$ cat config.mk
export PLATFORM = sky130hd
export DESIGN_NAME = exception_ctrl
export DESIGN_NICKNAME = d
export VERILOG_FILES = /design/src/rtl/exception_ctrl_pkg.sv /design/src/rtl/exception_ctrl_int_synchronizer.sv /design/src/rtl/exception_ctrl.sv
export SDC_FILE = /design/constraint.sdc
export NUM_CORES = 1
export LEC_CHECK = 0
export BUFFER_PORTS_ARGS = -buffer_cell sky130_fd_sc_hd__buf_2
export CORE_AREA = 2 2 110 112
export DETAILED_ROUTE_END_ITERATION = 6
export DIE_AREA = 0 0 112 114
export PLACE_DENSITY = 0.61
export SYNTH_ARGS = -nofsm -noshare
export SYNTH_HDL_FRONTEND = slang
export SYNTH_HIERARCHICAL = 1
export SYNTH_SLANG_ARGS = --single-unit
$ cat constraint.sdc
create_clock -name clk -period 3.3 [get_ports clk]
set_input_delay 0.66 -clock clk [delete_from_list [all_inputs] [get_ports clk]]
set_output_delay 0.66 -clock clk [all_outputs]
set_load 0.01 [all_outputs]
$ cat src/rtl/exception_ctrl_pkg.sv
// exception_ctrl_pkg: exception codes, FSM states and mem_exc bit positions shared with CP0
package exception_ctrl_pkg;
  localparam int CODE_W = 4;
  localparam logic [31:0] EXC_VECTOR_DEF = 32'hBFC00380;
  localparam int B_ADES = 7;
  localparam int B_ADEL = 6;
  localparam int B_SYS = 5;
  localparam int B_BP = 4;
  localparam int B_OV = 3;
  localparam int B_RI = 2;
  localparam int B_IF = 1;
  localparam int B_ERET = 0;
  typedef enum logic [CODE_W-1:0] {
    EXC_NONE = 4'd0,
    EXC_INT = 4'd1,
    EXC_IF = 4'd2,
    EXC_ADEL = 4'd3,
    EXC_RI = 4'd4,
    EXC_OV = 4'd5,
    EXC_BP = 4'd6,
    EXC_SYS = 4'd7,
    EXC_ADES = 4'd8,
    EXC_ERET = 4'd9
  } exc_code_t;
  typedef enum logic {S_IDLE, S_REDIRECT} state_t;
endpackage

$ cat src/rtl/exception_ctrl_int_synchronizer.sv
// int_synchronizer: per-bit flop chain of depth D, level pass-through; ports clk, rst, d[W] in, q[W] out
module int_synchronizer #(
  parameter int W = 5,
  parameter int D = 2
) (
  input  logic         clk,
  input  logic         rst,
  input  logic [W-1:0] d,
  output logic [W-1:0] q
);
  logic [D-1:0][W-1:0] s;
  always_ff @(posedge clk) begin
    if (rst) s <= '0;
    else begin
      s[0] <= d;
      for (int i = 1; i < D; i++) s[i] <= s[i-1];
    end
  end
  assign q = s[D-1];
endmodule

$ cat src/rtl/exception_ctrl.sv
// exception_ctrl: MEM-stage exception prioritizer and redirect FSM; ports: ext_int/MEM-stage/CP0 in, CP0 event info, flush and redirect handshake out
module exception_ctrl
  import exception_ctrl_pkg::*;
#(
  parameter logic [31:0] EXC_VECTOR = EXC_VECTOR_DEF,
  parameter int SYNC_STAGES = 2
) (
  input  logic              clk,
  input  logic              rst,
  input  logic [4:0]        ext_int,
  input  logic              mem_valid,
  input  logic [31:0]       mem_pc,
  input  logic              mem_delayslot,
  input  logic [7:0]        mem_exc,
  input  logic [31:0]       mem_addr,
  input  logic [31:0]       cp0_status,
  input  logic [31:0]       cp0_cause,
  input  logic [31:0]       cp0_epc,
  output logic [4:0]        int_sync,
  output logic [CODE_W-1:0] exception_type,
  output logic              delayslot_flag,
  output logic [31:0]       current_pc_addr,
  output logic [31:0]       cp0_badvaddr_write_data,
  output logic              flush,
  output logic              redirect_valid,
  output logic [31:0]       redirect_pc,
  input  logic              redirect_ready
);
  state_t state, state_n;
  exc_code_t code;
  logic int_pend, take;
  logic unused_bits;
  assign unused_bits = ^{cp0_status[31:16], cp0_status[7:2], cp0_cause[31:16], cp0_cause[7:0]};
  int_synchronizer #(.W(5), .D(SYNC_STAGES)) u_sync (
    .clk(clk),
    .rst(rst),
    .d(ext_int),
    .q(int_sync)
  );
  always_comb begin
    int_pend = mem_valid & cp0_status[0] & ~cp0_status[1] & |(cp0_cause[15:8] & cp0_status[15:8]);
    code = int_pend ? EXC_INT :
           !mem_valid ? EXC_NONE :
           mem_exc[B_IF] ? EXC_IF :
           mem_exc[B_RI] ? EXC_RI :
           mem_exc[B_OV] ? EXC_OV :
           mem_exc[B_SYS] ? EXC_SYS :
           mem_exc[B_BP] ? EXC_BP :
           mem_exc[B_ADEL] ? EXC_ADEL :
           mem_exc[B_ADES] ? EXC_ADES :
           mem_exc[B_ERET] ? EXC_ERET : EXC_NONE;
    take = !rst && state == S_IDLE && code != EXC_NONE;
    state_n = state == S_IDLE ? (take ? S_REDIRECT : S_IDLE) : (redirect_ready ? S_IDLE : S_REDIRECT);
    exception_type = take ? code : EXC_NONE;
    flush = !rst && (take || state == S_REDIRECT);
    redirect_valid = !rst && state == S_REDIRECT;
    delayslot_flag = mem_delayslot;
    current_pc_addr = mem_pc;
    cp0_badvaddr_write_data = !take ? 32'h0 :
                              code == EXC_IF ? mem_pc :
                              (code == EXC_ADEL || code == EXC_ADES) ? mem_addr : 32'h0;
  end
  always_ff @(posedge clk) begin
    if (rst) begin
      state <= S_IDLE;
      redirect_pc <= '0;
    end else begin
      state <= state_n;
      if (take) redirect_pc <= code == EXC_ERET ? cp0_epc : EXC_VECTOR;
    end
  end
endmodule

==> out/qor.yml <==
core_area_sq_um: 11710
finalWorstPathRequiredPeriod_ps: 3132
cp_top_family: "simple AND/OR/NAND/NOR gates"
syn_inst: 272
avgViaCountPerCell: 4.479
synth_edf_count: 0
crit_fanout: 36
clk_root_buffer_cell: "sky130_fd_sc_hd__clkbuf_16"
max-slew-margin-rel_pct: 33.07
h-tree-depth: 2
vias: 2759
cts.clk_slew.worst_paths_ps: 50
detailedRoute.firstPassIterationCount: 4
required_ps: 2640
synth_seq_cells: 43
resized_cells_post_cts: 0
finalClockSkew_ps: 6.171
startpoint_type: "primary input"
fin_crit_sh_pct: 94.90
synthesis.area_per_instance_sq_um: 8.643
grt_pass1_vias: 2568
fp-row-count: 40
top_level_ports: 286
drc_errors: 0
outcome: "finished, final reports clean"
gp_congestion: 0.7391
hold_buffer_count_at_cts: 0
ys.warnings.count: 6
grt_remaining_overflow: 0
highest_cell_delay_on_the_worst_timing_path_ps: 580
max_freq_mhz: 319.3
chipWidth_um: 112
tightestPinTransition_ps: 1004
class_of_the_most_critical_hold_timing_path: "flip-flop to flip-flop"
hold_viol_final: 0
dpl.hpwl_um: 6564
dieHeight_um: 114
drive_gt1_share_pct: 56.62
place.port_buffers: 237
unrepaired_setup_endpoints_after_global_routing: "false"
initial_core_util_pct: 20.07
crit_path_cell_trace: "buf_2 -> or4_4 -> o41ai_2 -> a21bo_2 -> nand3_2 -> buf_12 -> a21oi_1 -> buf_2"
fillerInstances: 1251
wl_per_cell_um: 13.28
slew_viol_final: 0
crit_buf_inv: 3
total_global_routing_track_utilization_pct: 12.13
grt_max_degree: 37
asyncSetResetFlopFracSynth_pct: 0
cp_common_cell: "sky130_fd_sc_hd__buf_2"
clock_tree_from_tritoncts: "yes"
timing.hold.ws_ps: 436.2
post_synth_instance_area_sq_um: 2351
ctsLongestPathBuffers: 2
setup-tns-final_ps: 0
worst-setup-path-type: "primary input to output pin"
area.growth.synth_to_final_pct: 54.12
cts.repair_timing.setup_buffer_count: 0
grt_pass1_wl_um: 12560
synthFlopType: "sky130_fd_sc_hd__dfxtp_1"
postRouteWirelength_um: 8182
drv_cap: 0
clock_insertion_delay_at_the_later_pin_of_the_skew_report_ps: 280
detailedRoute.firstIterationViolations: 84
power_leakage_nw: 1.810
antenna_violations_before_repair: 1
yosys.cell_types.count: 35
clock_sink_count: 43
die_area_sq_um: 12770
timing.critical_path.arrival_ps: 2470
cts_buffers: 5
pwr_density_cell_nw_per_um2: 367.9
syn_nets: 450
cell_with_the_largest_stage_delay_on_the_worst_path: "sky130_fd_sc_hd__or4_4"
finish.net_count: 645
setup_viol: 0
crit_end_category: "output pin"
synth-seq-area-share_pct: 36.62
antenna_left: 0
power.ir.vdd_worst_uv: 378.4
-- final timing paths --
path	cells past startpoint	start	slack (ps)	end
worst min register to register	1	u_sync/s[3]	440	u_sync/q[3]
worst max register to register	2	state	1770	redirect_pc[25]
worst min-delay path	1	u_sync/s[3]	440	u_sync/q[3]
worst max-delay path	8	mem_exc[5]	170	exception_type[0]
-- sequential cells by signal (all words and copies together), names as in the netlist --
register	flops
state	1
redirect_pc	32
u_sync/s	5
u_sync/q	5
-- metal layers --
metal  part of all wire (%)  wire length [um]  global-route usage (%)  up-vias
met1                     38              3118                   13.47     1252
met4                    1.3               106                   3.659        0
met3                    9.1               741                   2.657        8
met5                      0                 0                       0        -
met2                     52              4216                   23.11      153
li1                       -                 -                       -     1346
-- logic make-up after synthesis --
family / count (synthesis) / synth area share, %
DFF: 43 / 36.62
AOI/OAI and AO/OA: 79 / 26.72
buffers and inverters: 59 / 16.71
xor gates and xnor gates: 1 / 0.3726
and+or+nand+nor: 90 / 19.59
-- cells in the mapped netlist, types with 2 or more instances --
library cell / number / area share [%]
sky130_fd_sc_hd__a32oi_1: 11 / 4.1
sky130_fd_sc_hd__a22o_1: 20 / 7.5
sky130_fd_sc_hd__nand2_1: 26 / 4.2
sky130_fd_sc_hd__inv_1: 2 / 0.32
sky130_fd_sc_hd__dfxtp_1: 43 / 37
sky130_fd_sc_hd__nand3_2: 2 / 0.85
sky130_fd_sc_hd__a22oi_1: 4 / 1.3
sky130_fd_sc_hd__nor2_1: 15 / 2.4
sky130_fd_sc_hd__nor3_1: 2 / 0.43
sky130_fd_sc_hd__nor2b_1: 11 / 2.9
sky130_fd_sc_hd__buf_2: 5 / 1.1
sky130_fd_sc_hd__nand2b_1: 3 / 0.80
sky130_fd_sc_hd__a21oi_1: 25 / 5.3
sky130_fd_sc_hd__buf_4: 38 / 12
sky130_fd_sc_hd__o221a_1: 12 / 5.7
sky130_fd_sc_hd__nand3_1: 21 / 4.5
sky130_fd_sc_hd__a31oi_1: 2 / 0.53
sky130_fd_sc_hd__buf_6: 3 / 1.4
sky130_fd_sc_hd__clkbuf_1: 11 / 1.8
-- layout make-up --
class / instances / area (sq um) / area share (%)
Multi-Input combinational cell: 170 / 1116 / 30.80
Antenna cell: 1 / 2.502 / 0.06906
Tap cell: 147 / 183.9 / 5.076
Inverter: 2 / 7.507 / 0.2072
Timing Repair Buffer: 245 / 1296 / 35.77
Clock buffer: 8 / 156.4 / 4.316
Sequential cell: 43 / 860.8 / 23.76
-- power breakdown --
part | internal (mW) | switching, mW | total (mW) | leakage (nW)
combinational | 0.135 | 0.148 | 0.282 | 1.38
sequential | 0.540 | 0.0102 | 0.550 | 0.352
clock | 0.322 | 0.179 | 0.500 | 0.0772
total | 0.996 | 0.337 | 1.33 | 1.81
-- layout by cell type (no fill, tap or decap), types with 11 or more instances in the layout --
master and instances:
sky130_fd_sc_hd__a21oi_1 24, sky130_fd_sc_hd__a22o_1 20, sky130_fd_sc_hd__a32oi_1 11, sky130_fd_sc_hd__buf_2 237, sky130_fd_sc_hd__dfxtp_1 43, sky130_fd_sc_hd__nand2_1 26
sky130_fd_sc_hd__nand3_1 21, sky130_fd_sc_hd__nor2_1 15, sky130_fd_sc_hd__nor2b_1 11, sky130_fd_sc_hd__o221a_1 12
-- through the flow --
step                      instance area, sq um  setup slack, ps  util (%)  instances  total power [mW]
final                                     3623            168.2     30.94        616             1.333
after global routing                      3621            65.47     30.92        615             1.402
after CTS                                 3621            166.8     30.92        615             1.353
after detailed placement                  3465            176.6     29.58        607            0.8461
after global placement                    3465            194.8     29.58        607            0.8406
after floorplan                           2351            474.2         -        272            0.7063
No activity file was read; power rests on OpenSTA's default activity.
